### src/rtl/cdb_arbiter.sv
// Result-broadcast arbiter: three producer FIFOs share one registered broadcast bus, granted round-robin.
// Optional CDB_LOAD_PRIORITY_EN: load results always win; ALU and store round-robin among themselves.

module cdb_fifo #(
    parameter int W     = 8,
    parameter int DEPTH = 2,
    parameter int CNT_W = $clog2(DEPTH) + 1
) (
    input  logic             clk_in,
    input  logic             flush_i,
    input  logic             push_i,
    input  logic [W-1:0]     push_dat_i,
    input  logic             pop_i,
    output logic [W-1:0]     head_dat_o,
    output logic [CNT_W-1:0] count_o
);
    localparam int PTR_W = (DEPTH > 1) ? $clog2(DEPTH) : 1;

    logic [W-1:0]     mem_q [DEPTH];
    logic [PTR_W-1:0] head_q;
    logic [PTR_W-1:0] tail_q;
    logic [CNT_W-1:0] cnt_q;

    // Explicit wrap keeps non-power-of-two style pointer arithmetic safe for DEPTH=1.
    function automatic logic [PTR_W-1:0] ptr_inc(input logic [PTR_W-1:0] p);
        return (p == PTR_W'(DEPTH - 1)) ? '0 : p + 1'b1;
    endfunction

    always_ff @(posedge clk_in) begin
        if (flush_i) begin
            head_q <= '0;
            tail_q <= '0;
            cnt_q  <= '0;
        end else begin
            if (push_i) tail_q <= ptr_inc(tail_q);
            if (pop_i)  head_q <= ptr_inc(head_q);
            if (push_i && !pop_i)
                cnt_q <= cnt_q + 1'b1;
            else if (pop_i && !push_i)
                cnt_q <= cnt_q - 1'b1;
        end
    end

    always_ff @(posedge clk_in) begin
        if (push_i) mem_q[tail_q] <= push_dat_i;
    end

    assign head_dat_o = mem_q[head_q];
    assign count_o    = cnt_q;
endmodule

module cdb_arbiter #(
    parameter int ENTRY_W = 5,
    parameter int DEPTH   = 2
) (
    input  logic               clk_in,
    input  logic               rst_in,
    input  logic               rdy_in,
    input  logic               roll_back,
    input  logic               alu_valid,
    output logic               alu_ready,
    input  logic [ENTRY_W-1:0] alu_entry,
    input  logic [31:0]        alu_result,
    input  logic [31:0]        alu_pc_result,
    input  logic               ld_valid,
    output logic               ld_ready,
    input  logic [ENTRY_W-1:0] ld_entry,
    input  logic [31:0]        ld_result,
    input  logic               st_valid,
    output logic               st_ready,
    input  logic [ENTRY_W-1:0] st_entry,
    output logic               cdb_valid,
    output logic [1:0]         cdb_src,
    output logic [ENTRY_W-1:0] cdb_entry,
    output logic [31:0]        cdb_result,
    output logic [31:0]        cdb_pc_result
);
    localparam int CNT_W = $clog2(DEPTH) + 1;
    localparam int ALU_W = ENTRY_W + 64;
    localparam int LD_W  = ENTRY_W + 32;

    logic               flush;
    logic               run;
    logic [CNT_W-1:0]   alu_cnt, ld_cnt, st_cnt;
    logic [ALU_W-1:0]   alu_head;
    logic [LD_W-1:0]    ld_head;
    logic [ENTRY_W-1:0] st_head;
    logic               alu_push, ld_push, st_push;
    logic               alu_pop, ld_pop, st_pop;
    logic [2:0]         non_empty;
    logic [2:0]         cand;
    logic               grant_vld;
    logic [1:0]         grant_src;
    logic [ENTRY_W-1:0] grant_entry;
    logic [31:0]        grant_result;
    logic [31:0]        grant_pc;
    logic [1:0]         rr_q, rr_d;

    assign flush = rst_in || roll_back;
    assign run   = rdy_in && !flush;

    // Ready depends only on registered counts, so a full FIFO cannot accept while it pops.
    assign alu_ready = run && (alu_cnt < CNT_W'(DEPTH));
    assign ld_ready  = run && (ld_cnt  < CNT_W'(DEPTH));
    assign st_ready  = run && (st_cnt  < CNT_W'(DEPTH));

    assign alu_push = alu_valid && alu_ready;
    assign ld_push  = ld_valid  && ld_ready;
    assign st_push  = st_valid  && st_ready;

    assign alu_pop = run && grant_vld && (grant_src == 2'd0);
    assign ld_pop  = run && grant_vld && (grant_src == 2'd1);
    assign st_pop  = run && grant_vld && (grant_src == 2'd2);

    cdb_fifo #(.W(ALU_W), .DEPTH(DEPTH), .CNT_W(CNT_W)) u_alu_fifo (
        .clk_in     (clk_in),
        .flush_i    (flush),
        .push_i     (alu_push),
        .push_dat_i ({alu_entry, alu_result, alu_pc_result}),
        .pop_i      (alu_pop),
        .head_dat_o (alu_head),
        .count_o    (alu_cnt)
    );

    cdb_fifo #(.W(LD_W), .DEPTH(DEPTH), .CNT_W(CNT_W)) u_ld_fifo (
        .clk_in     (clk_in),
        .flush_i    (flush),
        .push_i     (ld_push),
        .push_dat_i ({ld_entry, ld_result}),
        .pop_i      (ld_pop),
        .head_dat_o (ld_head),
        .count_o    (ld_cnt)
    );

    cdb_fifo #(.W(ENTRY_W), .DEPTH(DEPTH), .CNT_W(CNT_W)) u_st_fifo (
        .clk_in     (clk_in),
        .flush_i    (flush),
        .push_i     (st_push),
        .push_dat_i (st_entry),
        .pop_i      (st_pop),
        .head_dat_o (st_head),
        .count_o    (st_cnt)
    );

    assign non_empty = {st_cnt != '0, ld_cnt != '0, alu_cnt != '0};

    function automatic logic [1:0] rr_idx(input logic [1:0] base, input logic [1:0] off);
        logic [2:0] s;
        s = {1'b0, base} + {1'b0, off};
        if (s >= 3'd3) s = s - 3'd3;
        return s[1:0];
    endfunction

    always_comb begin
        grant_vld = 1'b0;
        grant_src = 2'd0;
        cand      = non_empty;
`ifdef CDB_LOAD_PRIORITY_EN
        if (non_empty[1]) begin
            grant_vld = 1'b1;
            grant_src = 2'd1;
        end
        cand[1] = 1'b0;
`endif
        for (int k = 0; k < 3; k++) begin
            if (!grant_vld && cand[rr_idx(rr_q, 2'(k))]) begin
                grant_vld = 1'b1;
                grant_src = rr_idx(rr_q, 2'(k));
            end
        end
    end

    always_comb begin
        rr_d = rr_q;
        if (grant_vld) begin
`ifdef CDB_LOAD_PRIORITY_EN
            if (grant_src != 2'd1)
                rr_d = (grant_src == 2'd2) ? 2'd0 : grant_src + 2'd1;
`else
            rr_d = (grant_src == 2'd2) ? 2'd0 : grant_src + 2'd1;
`endif
        end
    end

    always_comb begin
        grant_entry  = st_head;
        grant_result = 32'd0;
        grant_pc     = 32'd0;
        case (grant_src)
            2'd0: begin
                grant_entry  = alu_head[ALU_W-1 -: ENTRY_W];
                grant_result = alu_head[63:32];
                grant_pc     = alu_head[31:0];
            end
            2'd1: begin
                grant_entry  = ld_head[LD_W-1 -: ENTRY_W];
                grant_result = ld_head[31:0];
            end
            default: ;
        endcase
    end

    // Bus holds its payload when idle; only the strobe drops.
    always_ff @(posedge clk_in) begin
        if (flush) begin
            rr_q          <= 2'd0;
            cdb_valid     <= 1'b0;
            cdb_src       <= 2'd0;
            cdb_entry     <= '0;
            cdb_result    <= 32'd0;
            cdb_pc_result <= 32'd0;
        end else if (rdy_in) begin
            rr_q      <= rr_d;
            cdb_valid <= grant_vld;
            if (grant_vld) begin
                cdb_src       <= grant_src;
                cdb_entry     <= grant_entry;
                cdb_result    <= grant_result;
                cdb_pc_result <= grant_pc;
            end
        end
    end
endmodule
### config.mk
export PLATFORM = sky130hd
export DESIGN_NAME = cdb_arbiter
export DESIGN_NICKNAME = d
export VERILOG_FILES = /design/src/rtl/cdb_arbiter.sv
export SDC_FILE = /design/constraint.sdc
export NUM_CORES = 1
export LEC_CHECK = 0
export ABC_CLOCK_PERIOD_IN_PS = 8450
export CORE_MARGIN = 1.5
export CORE_UTILIZATION = 55
export CTS_BUF_LIST = sky130_fd_sc_hd__clkbuf_4 sky130_fd_sc_hd__clkbuf_8
export DETAILED_ROUTE_END_ITERATION = 8
export DONT_BUFFER_PORTS = 1
export PLACE_DENSITY = 0.7
export SLEW_MARGIN = 40
export SYNTH_ARGS = -nofsm -noshare
export SYNTH_HDL_FRONTEND = slang
export SYNTH_SLANG_ARGS = --single-unit
### constraint.sdc
create_clock -name clk_in -period 8.45 [get_ports clk_in]
set_input_delay 1.69 -clock clk_in [delete_from_list [all_inputs] [get_ports clk_in]]
set_output_delay 1.69 -clock clk_in [all_outputs]
set_load 0.01 [all_outputs]
==> run_results.csv <==
group,metric,value,unit
clock_network,cts_buffers,49,
synthesis,synth_cell_types,52,
critical_path,arrival,2.55,ns
synthesis,yosysSeqAreaShare,74.7,%
flow_run,maxCapViolCount,0,
synthesis,yosysWarnings,0,
floorplan,num_rows,52,
pwr,p_seq_share,56.3,%
sta,rsz0062_at_grt,"false",
critical_path,path_cells,"or3b_2, nor2_1",
placement,hpwl,13800,microns
clock_network,postCtsSetupRepairBufs,0,
global_route,overflow,0,
global_route,grt_pass1_vias,6167,
worst_hold_path,min_path_type,"flop to flop",
synthesis,synthTopCellsByArea,"edfxtp_1, dfxtp_1, mux2i_1",
critical_path,worst_setup_path_end_kind,"output port",
clock_network,cts_sinks,311,
critical_path,worstPathRequired,6.76,ns
sta,maxSlewViolCount,0,
floorplan,ios,193,
synthesis,ys_seq_elements,311,
global_route,antenna_found_initial,0,
global_route,grt_pass1_wl,33500,microns
global_route,grt_max_degree,70,
synthesis,syn_area_per_cell,15.8,sq um
sta,clock_skew,0.0173,ns
clock_network,ctsHoldBuffers,0,
drt,first_pass_iters,5,
synthesis,synth_top_area_share,59.0,%
drt,wl_per_cell,21.0,microns
sta,setup_violations,0,
drt,wl,21900,microns
drt,detail-route-antenna-nets,0,
floorplan,die_area,0.0214,sq mm
pwr,p_clk_share,42.0,%
critical_path,crit_type,"input port to output port",
placement,portBuffers,0,
clock_network,root_buffer,"clkbuf_8",
sta,tns,0,ns
critical_path,start_kind,"input port",
floorplan,initial_core_util,56.1,%
synthesis,syn_inst,714,
placement,gp_congestion,0.825,
pwr,comb_power_share,1.7,%
critical_path,worstPathMaxFanout,4,
clock_network,cts.repair.resized,0,
critical_path,rrSetupSlack,4.99,ns
pwr,irDropWorstVdd,0.187,mV
sta,max_slew_margin,49.4,%
sta,tightestPinTransition,0.759,ns
pwr,power.density_cell_area,234,mW/mm^2
clock_network,insertion_delay,0.56,ns
pwr,p_int,2350,uW
synthesis,syn-cell-area,0.0113,sq mm
cells_and_area,final_nets,859,
sta,hold_viol,0,
sta,fin_crit_sh,50.1,%
critical_path,cpMaxStageDelayCell,"or3b_2",
synthesis,synth_nets,837,
floorplan,coreArea,0.0202,sq mm
clock_network,cts_tree,"done",
cells_and_area,diodes,0,
synthesis,synth_edf_count,222,
clock_network,path_clk_slew,0.05,ns
drt,drtIter0Drc,321,
critical_path,crit_buf_inv,0,
pwr,p_leak,0.00403,uW
clock_network,cts.htree.levels,2,
sta,fmax,236,MHz
pwr,p_switching,598,uW
cells_and_area,syn2layout_area_growth,11.4,%
sta,worst_slack,4.21,ns
drt,drcViolationCount,0,
drt,dr_total_vias,6028,
sta,period_needed,4.24,ns
run_status,status,"complete, no violations",
synthesis,synth_top_flop_cell,"edfxtp_1",
synthesis,synth.largest_area_cell,"edfxtp_1",
placement,place_ws,4.20,ns
drt,routed_via_density,5.76,
floorplan,die_width,146,microns
floorplan,fp.dieH,146,microns
global_route,grt_util_all_layers,20.4,%
critical_path,path_delay_family,"simple AND/OR/NAND/NOR gates",
pwr,switching_share,20.3,%
critical_path,max_stage_delay,0.54,ns
cells_and_area,drive_gt1_share,15.6,%
clock_network,clockBufferDepth,3,
synthesis,async_reset_ff_share,0,%
==> placed cells by master (no fill, tap or decap), types with 15 or more instances in the layout <==
master      n
clkbuf_8   57
o21ai_0    33
edfxtp_1  222
dfxtp_1    87
nand2_1    77
clkbuf_4   15
o221ai_1   23
nor2_1     20
mux2i_1   104
==> Yosys cell counts, types with 2 or more instances <==
cell      count
edfxtp_1    222
mux2i_1     104
dfxtp_1      89
nand2_1      77
o21ai_0      33
o221ai_1     23
nor2_1       22
clkbuf_1     17
a21oi_1      10
buf_2        10
o221ai_2     10
mux2_2        9
xor2_1        9
o21ai_1       7
buf_6         6
inv_1         6
or3_1         6
ha_1          5
nand3_1       5
a22oi_1       4
and3_1        3
o211ai_1      3
a211oi_2      2
clkbuf_2      2
nor3_1        2
or2_1         2
==> per-stage QoR <==
| step | hold WS [ns] | cells | power [uW] | cell area [sq um] | util, % |
|---|---|---|---|---|---|
| 3_5_place_dp | 0.459 | 955 | 1740 | 11600 | 57.5 |
| 5_1_grt | 0.494 | 1046 | 3040 | 12600 | 62.4 |
| 6_report | 0.473 | 1046 | 2950 | 12600 | 62.4 |
| 4_1_cts | 0.479 | 1046 | 2980 | 12600 | 62.4 |
| 2_1_floorplan | 0.439 | 714 | 1730 | 11300 | - |
| 3_3_place_gp | 0.451 | 952 | 1740 | 11500 | 57.1 |
==> state kept, by name, summed over array words and instances, names as in the netlist, 2 cells and up, named ones only <==
signal              count
cdb_entry               5
cdb_pc_result          32
cdb_result             32
cdb_src                 2
rr_q                    2
u_alu_fifo.count_o      2
u_alu_fifo.mem_q      138
u_ld_fifo.count_o       2
u_ld_fifo.mem_q        74
u_st_fifo.count_o       2
u_st_fifo.mem_q        10
==> per-layer routing <==
layer  track usage (%)  part of all wire [%]  vias to the layer above
met3              8.94                    12                       40
met2              33.6                    49                      267
met4              7.32                   2.2                        0
met5                 0                     0                        -
li1                  -                     -                     2764
met1              23.7                    36                     2957
==> cell type report <==
class | count | area, sq um
inverter | 7 | 27.5
multi-input combinational | 359 | 2660
tap | 270 | 338
clock inverter | 19 | 92.6
fill | 1462 | 7570
timing repair buffer | 8 | 124
sequential | 311 | 8450
clock buffer | 72 | 897
==> path summary, 6_finish.rpt <==
kind / from / end / cells after the start
max reg2reg: rr_q[0]$_SDFFE_PP0P_ / u_ld_fifo.count_o[1]$_SDFFE_PP0P_ / 9
min: rr_q[0]$_SDFFE_PP0P_ / rr_q[0]$_SDFFE_PP0P_ / 2
min reg2reg: rr_q[0]$_SDFFE_PP0P_ / rr_q[0]$_SDFFE_PP0P_ / 2
max: roll_back / ld_ready / 2
==> power by group through the flow <==
| stage | Clock (uW) | Sequential, uW | Combinational (uW) |
|---|---|---|---|
| 3_3_place_gp | 0 | 1690 | 45.9 |
| 4_1_cts | 1270 | 1660 | 49.9 |
| 2_1_floorplan | 0 | 1690 | 38.0 |
| 6_report | 1240 | 1660 | 49.7 |
| 5_1_grt | 1330 | 1660 | 54.4 |
| 3_5_place_dp | 0 | 1690 | 49.8 |
==> kinds of logic after synthesis <==
family	Yosys count	share of synthesized area [%]
flip-flops	311	74.7
AND/OR/NAND/NOR	126	4.80
multiplexers	113	10.1
AO/OA/AOI/OAI	104	6.93
buffers and inverters	44	2.03
XOR/XNOR	10	0.775
adder cells (fa/ha/maj)	6	0.642
Note: power is estimated with default switching activity, not from simulation.
